$ cat config.mk
export PLATFORM = sky130hd
export DESIGN_NAME = fifo_rr_arbiter
export DESIGN_NICKNAME = d
export VERILOG_FILES = /design/src/rtl/fifo_rr_arbiter.sv
export SDC_FILE = /design/constraint.sdc
export NUM_CORES = 1
export LEC_CHECK = 0
export CORE_UTILIZATION = 44
export DETAILED_ROUTE_END_ITERATION = 6
export PLACE_DENSITY = 0.88
export SLEW_MARGIN = 20
export SYNTH_ARGS = -nofsm -noshare
export SYNTH_HDL_FRONTEND = slang
export SYNTH_SLANG_ARGS = --single-unit
$ cat constraint.sdc
create_clock -name clk -period 3.79 [get_ports clk]
set_input_delay 0.5685 -clock clk [delete_from_list [all_inputs] [get_ports clk]]
set_output_delay 0.5685 -clock clk [all_outputs]
set_load 0.01 [all_outputs]
$ cat src/rtl/fifo_rr_arbiter.sv
// Round-robin burst scheduler: moves up to MAX_BURST items per grant from one of
// N upstream FIFOs into a shared downstream FIFO, one item per cycle.
module fifo_rr_arbiter #(
    parameter int N         = 4,
    parameter int SIZE      = 2,
    parameter int MAX_BURST = 4,
    parameter int routerid  = -1
) (
    input  logic                clk,
    input  logic                reset,
    input  logic [N-1:0]        in_empty,
    input  logic [N*SIZE-1:0]   in_item,
    output logic [N-1:0]        in_read,
    input  logic                out_full,
    output logic [SIZE-1:0]     out_item,
    output logic                out_write,
    output logic [N-1:0]        grant,
    output logic                busy
);
    localparam int IW = (N > 1) ? $clog2(N) : 1;
    localparam int CW = (MAX_BURST > 1) ? $clog2(MAX_BURST) : 1;
    localparam logic [IW-1:0] LAST_RST = IW'(N - 1);
    localparam logic [CW-1:0] CNT_LAST = CW'(MAX_BURST - 1);
    localparam logic [N-1:0]  ONE_N    = {{(N-1){1'b0}}, 1'b1};

    typedef enum logic [0:0] {
        IDLE = 1'b0,
        BUSY = 1'b1
    } state_t;

    state_t          state_r, state_s;
    logic [N-1:0]    grant_r, grant_s;
    logic [IW-1:0]   last_r,  last_s;
    logic [CW-1:0]   cnt_r,   cnt_s;
    logic            busy_r,  busy_s;
    logic [IW-1:0]   pick_s;
    logic [IW-1:0]   idx_s;
    logic            found_s;
    logic            src_empty_s;
    logic            xfer_s;
    logic            release_s;
    logic [SIZE-1:0] items_s [N];

    // routerid only tags instances in simulation; it has no hardware effect.
    if (routerid < -1) begin : g_routerid_tag
    end

    for (genvar gi = 0; gi < N; gi++) begin : g_unpack
        assign items_s[gi] = in_item[gi*SIZE +: SIZE];
    end

    assign grant = grant_r;
    assign busy  = busy_r;

    // Rotating search: first non-empty source strictly after the last winner.
    always_comb begin
        pick_s  = last_r;
        found_s = 1'b0;
        idx_s   = last_r;
        for (int k = 1; k <= N; k++) begin
            idx_s = IW'((int'(last_r) + k) % N);
            if (!found_s && !in_empty[idx_s]) begin
                pick_s  = idx_s;
                found_s = 1'b1;
            end else begin
                found_s = found_s;
            end
        end
    end

    // Transfer and release conditions for the granted source; reset gates pops.
    always_comb begin
        src_empty_s = in_empty[last_r];
        xfer_s      = reset & (state_r == BUSY) & ~src_empty_s & ~out_full;
        release_s   = (state_r == BUSY) & ((xfer_s & (cnt_r == CNT_LAST)) | src_empty_s);
    end

    // Zero-latency datapath from the granted upstream head to the downstream push.
    always_comb begin
        in_read   = {N{1'b0}};
        out_write = 1'b0;
        out_item  = {SIZE{1'b0}};
        if (state_r == BUSY) begin
            out_item = items_s[last_r];
        end else begin
            out_item = {SIZE{1'b0}};
        end
        if (xfer_s) begin
            in_read   = ONE_N << last_r;
            out_write = 1'b1;
        end else begin
            in_read   = {N{1'b0}};
            out_write = 1'b0;
        end
    end

    // Next-state logic: arbitrate in IDLE, count and release bursts in BUSY.
    always_comb begin
        state_s = state_r;
        grant_s = grant_r;
        last_s  = last_r;
        cnt_s   = cnt_r;
        case (state_r)
            IDLE: begin
                if (found_s) begin
                    state_s = BUSY;
                    grant_s = ONE_N << pick_s;
                    last_s  = pick_s;
                    cnt_s   = {CW{1'b0}};
                end else begin
                    state_s = IDLE;
                    grant_s = {N{1'b0}};
                end
            end
            BUSY: begin
                if (release_s) begin
                    state_s = IDLE;
                    grant_s = {N{1'b0}};
                    cnt_s   = {CW{1'b0}};
                end else if (xfer_s) begin
                    cnt_s = cnt_r + CW'(1);
                end else begin
                    cnt_s = cnt_r;
                end
            end
            default: begin
                state_s = IDLE;
                grant_s = {N{1'b0}};
                cnt_s   = {CW{1'b0}};
            end
        endcase
        busy_s = (state_s == BUSY);
    end

    // State register; last restarts at N-1 so input 0 wins the first arbitration.
    always_ff @(posedge clk) begin
        if (!reset) begin
            state_r <= IDLE;
            grant_r <= {N{1'b0}};
            last_r  <= LAST_RST;
            cnt_r   <= {CW{1'b0}};
            busy_r  <= 1'b0;
        end else begin
            state_r <= state_s;
            grant_r <= grant_s;
            last_r  <= last_s;
            cnt_r   <= cnt_s;
            busy_r  <= busy_s;
        end
    end

endmodule

==> results.toml <==
[critical_path]
rr_startpoint = "last_r[1]"
crit_type = "in -> out"
r2r_cells = 7
setup.worst_path.start_class = "input pin"
regToRegEndpoint = "grant[2]"
ff2ff_setup_slack_ps = 1180
worstPathMaxFanout = 8
crit_arrival_ps = 2850
crit_path_end_kind = "output port"
critPathRequiredTime_ps = 3220

[drt]
drt-initial-drc-count = 13
drt_first_pass_iters = 4
vias = 711
drc = 0
ant_nets = 0
wire_per_inst_um = 12.8
via_per_inst = 5.35
finalWirelength_um = 1710

[hold_path]
min_path_cells = 2
min_from = "grant[3]"
min_to = "grant[3]"
min-delay-path-class = "reg -> reg"

[clock_network]
cts_tree = "built"
cts_buffers = 3
h-tree-depth = 1
cts_resized = 0
clk_latency_ps = 270
cts.clk_slew.worst_paths_ps = 50
cts_sinks = 9
cts-root-buf = "clkbuf_4"
cts_hold_buf = 0
postCtsSetupRepairBufs = 0
clockBufferDepth = 2

[floorplanning]
fp.dieArea_um2 = 1990
die_y_um = 44.7
start_util = 0.469
die_x_um = 44.7
coreArea_um2 = 1710
io_pins = 27
num_rows = 15

[timing]
worst_pin_slew_ps = 569
slew_headroom = 0.620
setup_violations = 0
maxClockFrequency_mhz = 292
tns_ps = 0
skew_ps = 7.91
grt_setup_unrepaired = "false"
timing.final.crit_share = 0.902
hold_viol = 0
maxSlewViolCount = 0
finalHoldWorstSlack_ps = 462
finalCriticalPeriod_ps = 3420

[power_and_ir_drop]
p_leak_nw = 0.434
ir_worst_vdd_mv = 0.409
power_density_nw_per_um2 = 612

[grt]
grt_pass1_vias = 664
track_usage = 0.196
grt_first_pass_wirelength_um = 2840
antenna_found_initial = 0
grt_overflow = 0
grt_max_degree = 16

[flow_run]
maxCapViolCount = 0

[yosys]
synth.distinct_cells = 32
netlist_instances = 81
synth-edff-count = 0
avgSynthCellArea_um2 = 9.89
yosysSeqAreaShare = 0.225
syn-num-nets = 101
ys.flop_type = "dfxtp_1"
yosysWarnings = 0
async_reset_ff_frac = 0
synth-seq-cells = 9
syn-cell-area_um2 = 801

[finish]
final_layout_size_suffix_gt1_frac = 0.148
area_growth_pct = 36.9
fill_cells = 141
antenna_cells = 0
final_common_cell = "clkdlybuf4s50_1"
final_cell_mix = "clkdlybuf4s50_1 (26), dfxtp_1 (9), nand2_1 (8), mux4_2 (6), and2_1 (6)"
layout.nets = 129

[placed_design]
gp_congestion = 0.860
port_buffers = 26
dp.final_hpwl_um = 1360

[outcome]
outcome = "finished clean"
## sequential cells by signal, summed over array words and instances, names as in the netlist
name / cells
grant: 4
cnt_r: 2
last_r: 2
busy: 1
## cells by family after synthesis
family                     count (synthesis)  synth area share
and+or+nand+nor                           31             0.219
AOI/OAI and AO/OA                         18             0.198
DFF                                        9             0.225
muxes                                      8             0.195
buffers and inverters                      7            0.0516
adders and majority gates                  5            0.0781
xor gates and xnor gates                   3            0.0328
## final cells by class
type                       instances  area (um^2)  area share
inverter                           3         11.3      0.0103
clock buffer                       4         26.3      0.0240
multi-input combinational         65          579       0.529
timing repair buffer              27          268       0.244
sequential                         9          180       0.164
tap                               25         31.3      0.0285
## how the worst max path moves through the flow
stage                      from          to  slack, ps  cells past startpoint
finish              in_empty[1]  in_read[1]        370                      6
global route        in_empty[0]  in_read[1]        220                      6
CTS                 in_empty[0]  in_read[1]        360                      6
detailed placement  in_empty[0]  in_read[1]        360                      6
global placement    in_empty[0]  in_read[1]        430                      6
floorplan             last_r[0]    grant[2]       1120                      9
## power breakdown
group,total [W],internal [W],switching [W]
Clock,0.0000739,0.0000406,0.0000334
Combinational,0.000434,0.000228,0.000206
Sequential,0.000163,0.000127,0.0000351
## per-layer routing
metal  GRT usage  vias up  wire, um
met4      0.0788        0        22
met2       0.344       20       883
met5           0        -         0
met3      0.0490        4        77
li1            -      357         -
met1       0.226      330       724
## critical path: stages
cell             delay [ps]
clkdlybuf4s50_1         530
mux4_2                  530
nand2b_1                250
nor3b_2                 270
and2_1                  170
clkdlybuf4s50_1         530
## Yosys cell counts (2+ instances only)
master    n  share of area
mux4_2    6           0.17
inv_1     3          0.014
o21a_1    2          0.019
ha_1      5          0.078
xnor2_1   3          0.033
dfxtp_1   9           0.22
a32o_1    2          0.025
a21oi_1   2          0.013
o41ai_2   3          0.061
nand2_1   8          0.038
nor3b_1   2          0.019
buf_6     2          0.028
nor2_1    4          0.019
nand2b_1  3          0.023
nor2b_1   3          0.023
and2_1    6          0.047
a211oi_1  2          0.019
nand3_1   2          0.013
## through the flow
step	instance area, um^2	total power (W)	setup slack [ps]	instances	util
4_1_cts	1100	0.000676	360	133	0.642
3_3_place_gp	1070	0.000585	431	129	0.626
6_report	1100	0.000671	370	133	0.642
5_1_grt	1100	0.000722	224	133	0.642
3_5_place_dp	1070	0.000600	356	129	0.626
2_1_floorplan	801	0.000486	1120	81	-
Note: power is estimated with default switching activity, not from simulation.
